[config.mk]
export PLATFORM = sky130hd
export DESIGN_NAME = load_store_unit
export DESIGN_NICKNAME = d
export VERILOG_FILES = /design/src/rtl/load_store_unit.sv
export SDC_FILE = /design/constraint.sdc
export NUM_CORES = 1
export LEC_CHECK = 0
export ABC_AREA = 1
export CAP_MARGIN = 20
export CORE_AREA = 5 5 128 130
export CTS_BUF_LIST = sky130_fd_sc_hd__clkbuf_16
export CTS_CLUSTER_SIZE = 10
export DETAILED_ROUTE_END_ITERATION = 10
export DIE_AREA = 0 0 133 135
export HOLD_SLACK_MARGIN = 0.06
export PLACE_DENSITY = 0.79
export SETUP_SLACK_MARGIN = 0.02
export SLEW_MARGIN = 20
export SYNTH_ARGS = -nofsm -noshare
export SYNTH_HDL_FRONTEND = slang
export SYNTH_SLANG_ARGS = --single-unit
[constraint.sdc]
create_clock -name clk -period 2.7 [get_ports clk]
set_clock_uncertainty 0.1 [all_clocks]
set_input_delay 0.54 -clock clk [delete_from_list [all_inputs] [get_ports clk]]
set_output_delay 0.54 -clock clk [all_outputs]
set_load 0.01 [all_outputs]
[src/rtl/load_store_unit.sv]
`timescale 1ns/1ps
// load_store_unit: byte/half/word load-store engine for a big-endian,
// word-wide data memory; sub-word stores are done as read-modify-write.
module load_store_unit #(
    parameter int READ_WAIT = 2,
    parameter int MEM_BYTES = 1024
) (
    input  logic        clk,
    input  logic        rst_n,
    input  logic        req_valid,
    output logic        req_ready,
    input  logic        req_write,
    input  logic [1:0]  req_size,
    input  logic        req_unsigned,
    input  logic [31:0] req_addr,
    input  logic [31:0] req_wdata,
    output logic        resp_valid,
    output logic [31:0] resp_rdata,
    output logic        resp_err,
    output logic [31:0] mem_address,
    output logic [31:0] mem_writedata,
    output logic        mem_writeenable,
    output logic        mem_read,
    input  logic [31:0] mem_data
);

    typedef enum logic [1:0] {IDLE, RD_WAIT, WRITE, RESP} state_t;

    localparam logic [31:0] LAST_ADDR = 32'(MEM_BYTES - 4);
    localparam logic [3:0]  WAIT_INIT = 4'(READ_WAIT - 1);

    state_t      state_q, state_d;
    logic [3:0]  cnt_q, cnt_d;
    logic        write_q, uns_q, err_q;
    logic [1:0]  size_q;
    logic [31:0] addr_q, wdata_q, rdata_q;
    logic        req_err, accept, capture;
    logic [4:0]  lane;
    logic [7:0]  ld_byte;
    logic [15:0] ld_half;
    logic [31:0] ld_val, merged;

    // Legality of the incoming request: bad size, misaligned, or past last word.
    always_comb begin
        req_err = (req_size == 2'b11)
               || (req_size == 2'b01 && req_addr[0])
               || (req_size == 2'b10 && req_addr[1:0] != 2'b00)
               || (req_addr > LAST_ADDR);
    end

    // State and wait-counter registers.
    always_ff @(posedge clk or negedge rst_n) begin
        if (!rst_n) begin
            state_q <= IDLE;
            cnt_q   <= '0;
        end else begin
            state_q <= state_d;
            cnt_q   <= cnt_d;
        end
    end

    // Next-state logic plus all handshake and memory strobes.
    always_comb begin
        state_d         = state_q;
        cnt_d           = cnt_q;
        accept          = 1'b0;
        capture         = 1'b0;
        req_ready       = 1'b0;
        mem_read        = 1'b0;
        mem_writeenable = 1'b0;
        mem_address     = 32'h0;
        mem_writedata   = 32'h0;
        resp_valid      = 1'b0;
        resp_err        = 1'b0;
        resp_rdata      = 32'h0;
        unique case (state_q)
            IDLE: begin
                req_ready = 1'b1;
                if (req_valid) begin
                    accept = 1'b1;
                    if (req_err) begin
                        state_d = RESP;
                    end else if (req_write && req_size == 2'b10) begin
                        state_d = WRITE;
                    end else begin
                        state_d = RD_WAIT;
                        cnt_d   = WAIT_INIT;
                    end
                end
            end
            RD_WAIT: begin
                mem_read    = 1'b1;
                mem_address = {addr_q[31:2], 2'b00};
                if (cnt_q == 4'd0) begin
                    capture = 1'b1;
                    state_d = write_q ? WRITE : RESP;
                end else begin
                    cnt_d = cnt_q - 4'd1;
                end
            end
            WRITE: begin
                mem_writeenable = 1'b1;
                mem_address     = {addr_q[31:2], 2'b00};
                mem_writedata   = wdata_q;
                state_d         = RESP;
            end
            RESP: begin
                resp_valid  = 1'b1;
                resp_err    = err_q;
                resp_rdata  = rdata_q;
                mem_address = {addr_q[31:2], 2'b00};
                state_d     = IDLE;
            end
            default: state_d = IDLE;
        endcase
    end

    // Big-endian lane select for loads and lane merge for sub-word stores.
    always_comb begin
        lane    = {~addr_q[1:0], 3'b000};
        ld_byte = mem_data[lane +: 8];
        ld_half = addr_q[1] ? mem_data[15:0] : mem_data[31:16];
        ld_val  = mem_data;
        merged  = mem_data;
        unique case (size_q)
            2'b00: begin
                ld_val = {{24{~uns_q & ld_byte[7]}}, ld_byte};
                merged[lane +: 8] = wdata_q[7:0];
            end
            2'b01: begin
                ld_val = {{16{~uns_q & ld_half[15]}}, ld_half};
                if (addr_q[1]) merged[15:0] = wdata_q[15:0];
                else           merged[31:16] = wdata_q[15:0];
            end
            default: ;
        endcase
    end

    // Request capture on acceptance; load result or merged store word on read.
    always_ff @(posedge clk or negedge rst_n) begin
        if (!rst_n) begin
            write_q <= 1'b0;
            size_q  <= 2'b00;
            uns_q   <= 1'b0;
            err_q   <= 1'b0;
            addr_q  <= '0;
            wdata_q <= '0;
            rdata_q <= '0;
        end else if (accept) begin
            write_q <= req_write;
            size_q  <= req_size;
            uns_q   <= req_unsigned;
            err_q   <= req_err;
            addr_q  <= req_addr;
            wdata_q <= req_wdata;
            rdata_q <= '0;
        end else if (capture) begin
            if (write_q) wdata_q <= merged;
            else         rdata_q <= ld_val;
        end
    end

endmodule

==> After elaboration in Yosys (flattened, before gate mapping) <==
Cells that the tools add are included.
{ "totals": {"latchBits": 0, "out_inout_bits": 101, "elab_cells": 88, "mem_bits_rw": 0, "ff_bits": 107, "mem_count": 0, "input_bits": 103, "rom_bits": 0} }
{ "classes": {"n_shift": 3, "mux": 35, "n_reduce_logical": 19, "order_cmp": 1, "div_mod_pow": 0, "mul": 0, "bitwise": 4, "n_eq_ne": 14, "addsub": 2} }
{ "ops": {"columns": ["op", "count"], "rows": [
  ["$mux W32", 9],
  ["$pmux W32 S2", 2],
  ["$mux W16", 3],
  ["$bwmux W32", 1],
  ["$gt A32 B10 Y1 const B", 1],
  ["$shift A8 B7 Y32 const A", 1],
  ["$shiftx A32 B6 Y8", 1],
  ["$shiftx A8 B7 Y32", 1],
  ["$mux W4", 4],
  ["$mux W1", 10],
  ["$ne A2 B2 Y1 const B", 5],
  ["$eq A2 B2 Y1 const B", 4],
  ["$mux W2", 4],
  ["$pmux W2 S4", 1],
  ["$pmux W4 S2", 1],
  ["$reduce_bool A2 Y1", 4],
  ["$neg A5 Y7", 1],
  ["$eq A2 B1 Y1 const B", 3],
  ["$reduce_and A2 Y1", 3],
  ["$reduce_and A5 Y1", 1],
  ["$logic_not A2 Y1", 2],
  ["$logic_not A4 Y1", 1],
  ["$sub A4 B1 Y4 const B", 1],
  ["$logic_and A1 B1 Y1", 3],
  ["other kinds (8)", 11]
]} }

==> Logic depth before layout (Yosys ltp) <==
Gate-level depths: netlist of run 1.
{ "depth": {"word_depth": 8, "mapped_depth": 12, "ltp_nobuf": 11} }

==> Worst setup path before layout of run 1 <==
OpenSTA, ideal clock, no wires.
{ "synth_path": {"path_kind": "register to register", "start": "reg addr_q[1]", "end": "reg wdata_q[11]", "n_path_buf": 2, "stages_incl_launch_ff": 13, "arrival_time_ps": 1937, "period_less_slack_ps": 2113, "setup_slack_ps": 587, "setup_ps": 76, "required_ps": 2524, "cell_sequence": "dfrtp_1 buf_6 inv_2 buf_6 ha_1 clkinv_1 nor2_1 nand3_1 nand2_1 o21ai_0 o21ai_0 nand2_1 o21ai_1"} }
{ "synth_via": {"elab_chain_cells": 8, "elab_cells_between_ends": 11, "cone_classes": "add/sub (1); eq/ne (1); shift (2); mux (5); bitwise (1); reduce/logical (1)"} }
{ "synth_rtl": {"columns": ["element", "line", "source"], "rows": [
  ["start, declared", "36", "logic [31:0] addr_q, wdata_q, rdata_q;"],
  ["start signal, assigned", "154", "addr_q <= req_addr;"],
  ["$not A2 Y2", "120", "lane = {~addr_q[1:0], 3'b000};"],
  ["$neg A5 Y7", "128", "merged[lane +: 8] = wdata_q[7:0];"],
  ["$shiftx A8 B7 Y32 / $shift A8 B7 Y32 (equally long branches)", "128", null],
  ["$bwmux W32", "128", null],
  ["$pmux W32 S2", "125", "unique case (size_q)"],
  ["$mux W32", "158", "if (write_q) wdata_q <= merged;"],
  ["$mux W32", "157", "end else if (capture) begin"],
  ["$mux W32", "149", "end else if (accept) begin"],
  ["end signal, assigned", "155", "wdata_q <= req_wdata;"],
  ["end signal, assigned", "158", null],
  ["end, declared", "36", null]
]} }
Several ways; a longest one is shown, not always the timed one. The select of a mux whose other input is x is not followed.
A chain may end at the register's enable or synchronous reset.

==> Final worst setup path of run 1 <==
{ "layout_path": {"start": "reg state_q[1]", "end": "out resp_err"} }
{ "layout_via": {"elab_chain_cells": 2} }
{ "layout_rtl": {"columns": ["element", "line", "source"], "rows": [
  ["start, declared", "32", "state_t state_q, state_d;"],
  ["start signal, assigned", "57", "state_q <= state_d;"],
  ["$eq A2 B2 Y1", "76", "unique case (state_q)"],
  ["$mux W1", "76", null],
  ["end, declared", "19", "output logic resp_err,"]
]} }
No other way between the ends.

==> impl_metrics.env, run 1 <==
export IMPL_finalSetupViolations=0
export IMPL_start_util_pct=46.4
export IMPL_wirelength_um=22200
export IMPL_final_fill_count=1360
export IMPL_core_area_mm2=0.0150
export IMPL_reg2reg_setup_slack_ns=0.35
export IMPL_hold_violations=0
export IMPL_crit_type="reg -> out"
export IMPL_fin_nets=1335
export IMPL_ant_nets=0
export IMPL_worstSetupStartpoint="state_q[1]"
export IMPL_portBuffers=201
export IMPL_synth_top_area_share_pct=38.4
export IMPL_drive_gt1_share_pct=6.04
export IMPL_io_pins=204
export IMPL_netlist_area_mm2=0.00697
export IMPL_ys_seq_elements=107
export IMPL_clkTransAtPathRegs_ns=0.07
export IMPL_yosysTopAreaCell="dfrtp_1"
export IMPL_vias=7316
export IMPL_path_max_fanout=33
export IMPL_cts_tree="yes"
export IMPL_power_total_mw=9.56
export IMPL_reg2regPathDepth=11
export IMPL_cap_violations=0
export IMPL_finalCritPeriodShare_pct=96.5
export IMPL_multi_input_area_mm2=0.00335
export IMPL_syn_to_final_growth_pct=35.2
export IMPL_critical_path_required_ns=2.06
export IMPL_finalCriticalPeriod_ns=2.60
export IMPL_critPathLaunchType="flop"
export IMPL_p_leak_nw=4.92
export IMPL_drv_slew=0
export IMPL_rsz0062_at_grt="true"
export IMPL_dieHeight_um=135
export IMPL_numCtsBuffers=9
export IMPL_first_global_vias=7052
export IMPL_postCtsSetupRepairBufs=0
export IMPL_seq_area_frac_synth_pct=38.4
export IMPL_dieWidth_um=133
export IMPL_clockRootBuffer="clkbuf_16"
export IMPL_dr_first_iter_drc_count=700
export IMPL_stdcell_area_mm2=0.00942
export IMPL_first_pass_iters=5
export IMPL_grt_pass1_wl_um=35500
export IMPL_seq_area_mm2=0.00268
export IMPL_clock_path_buffers=2
export IMPL_dieArea_mm2=0.0180
export IMPL_gp_congestion=0.957
export IMPL_fin_hold_ws_ns=0.0783
export IMPL_hpwlAfterDp_um=17000
export IMPL_synthTopCellsByArea="dfrtp_1 (38%), nand2_1 (19%), inv_1 (9.1%), o21ai_0 (5.4%), nor2_1 (4.3%)"
export IMPL_max_freq_mhz=384
export IMPL_clk_latency_ns=0.36
export IMPL_routedWlPerCell_um=15.7
export IMPL_relSlewSlack_pct=60.7
export IMPL_powerDensity_mw_per_mm2=1010
export IMPL_grt_max_degree=44
export IMPL_grt_overflow=0
export IMPL_worstReg2RegEnd="wdata_q[4]"
export IMPL_worst_slew_pin_slew_ns=0.590
export IMPL_worstReg2RegStart="cnt_q[0]"
export IMPL_setup_tns_ns=0
export IMPL_critPathCaptureType="primary output"
export IMPL_dp_cells=1398
export IMPL_stdcell_count=1414
export IMPL_antenna_found_initial=0
export IMPL_placed_cell_area_mm2=0.00915
export IMPL_track_usage_pct=24.4
export IMPL_syn_avg_cell_area_um2=6.71
export IMPL_rows=45
export IMPL_n_antenna_cell=0
export IMPL_hold_path_class="in -> async"
export IMPL_vias_per_cell=5.17
export IMPL_arrival_ns=1.96
export IMPL_post_route_drc_count=0
export IMPL_critical_path_endpoint="resp_err"
export IMPL_h_tree_depth=3
export IMPL_yosysWarnings=0
export IMPL_clock_sinks=107
export IMPL_ir_drop_mv=0.632
export IMPL_yosys_cell_types_count=39
export IMPL_status="complete, no violations"
export IMPL_cts_hold_buf=0
export IMPL_netlist_instances=1039
## through the flow
stage               worst slack [ns]  util, %
finish                        0.0954     62.7
global route                0.000631     62.7
CTS                           0.0619     62.6
detailed placement             0.295     60.8
global placement               0.373     60.8
floorplan                      0.587        -
## cell usage after synthesis, drive strengths merged
library cell / number
nand2: 352
inv: 178
dfrtp: 107
o21ai: 107
nor2: 84
nand3: 36
a21oi: 35
o211ai: 32
buf: 28
clkbuf: 24
o22ai: 13
ha: 11
a31oi: 5
o31ai: 5
nand4: 4
a21o: 3
clkinv: 3
nor3: 3
o2111ai: 3
or2: 2
conb: 1
nor3b: 1
nor4: 1
xnor2: 1
## where the power goes
part | internal [mW] | switching [mW] | total, mW
clock network | 0.615 | 0.599 | 1.21
logic | 2.32 | 3.29 | 5.60
registers | 2.26 | 0.485 | 2.74
total | 5.19 | 4.37 | 9.56
## layout by cell type (no fill, tap or decap), types with 24 or more instances in the layout
cell type and instances:
clkdlybuf4s50_1 199, nand3_1 24, a21oi_1 35, dfrtp_1 107, nand2_1 348, o211ai_1 32
inv_1 169, o21ai_1 29, o21ai_0 75, nor2_1 79
## logic make-up after synthesis
group,Yosys count,share of synthesized area (%)
AND/OR/NAND/NOR,483,29.0
buffers and inverters,233,13.7
AO/OA/AOI/OAI,203,16.7
flip-flops,107,38.4
adder cells (fa/ha/maj),11,1.98
XOR/XNOR,1,0.126
other,1,0.0538
## routing by layer
metal,global-route usage (%),vias to the layer above,part of all wire (%)
met5,0,-,0
met4,11.0,0,3.6
met3,6.04,50,9.0
met2,40.9,345,47
met1,29.9,3312,41
li1,-,3609,-
## critical path, cell delays in order (launching register included)
cell and delay, ns:
dfrtp_1 0.43, ha_1 0.28, buf_12 0.20, nand2_1 0.07, inv_1 0.06, clkdlybuf4s50_1 0.56
## worst min path at each step
stage,start,end,slack (ns),cells past startpoint
after global placement,rdata_q[8],rdata_q[8],0.36,2
after CTS,rst_n,uns_q,0.09,1
after floorplan,rst_n,addr_q[0],0.14,0
after detailed placement,wdata_q[28],wdata_q[28],0.37,2
after global routing,rst_n,rdata_q[11],0.12,1
final,rst_n,rdata_q[19],0.08,1
## timing repair
item,CTS,global route
endpoints found under the setup margin,20,29
gates resized for setup,1,3
gates cloned,0,0
endpoints found under the hold margin,0,0
pin swaps,0,0
## registers in the layout, summed over array words and instances (netlist names)
| name | flops |
|---|---|
| addr_q | 32 |
| err_q | 1 |
| rdata_q | 32 |
| size_q | 2 |
| wdata_q | 32 |
| uns_q | 1 |
| write_q | 1 |
| state_q | 2 |
| cnt_q | 4 |
## final cells by class
class                   instances  share of cell area (%)
multi-input cells             700                    35.6
flip-flops and latches        107                    28.4
repair buffers                222                    23.6
inverters                     181                    7.21
well taps                     188                    2.50
clock buffers                   9                    2.39
clock inverters                 7                   0.385
No activity file was read; power rests on OpenSTA's default activity.
==> run 2, diff against run 1 <==
--- a/config.mk
+++ b/config.mk
@@ -9,7 +9,7 @@
 export CAP_MARGIN = 20
 export CORE_AREA = 5 5 128 130
 export CTS_BUF_LIST = sky130_fd_sc_hd__clkbuf_16
-export CTS_CLUSTER_SIZE = 10
+export CTS_CLUSTER_SIZE = 8
 export DETAILED_ROUTE_END_ITERATION = 10
 export DIE_AREA = 0 0 133 135
 export HOLD_SLACK_MARGIN = 0.06
==> results of run 2 <==
No change in the layout: final DEF, timing and power equal those of run 1.
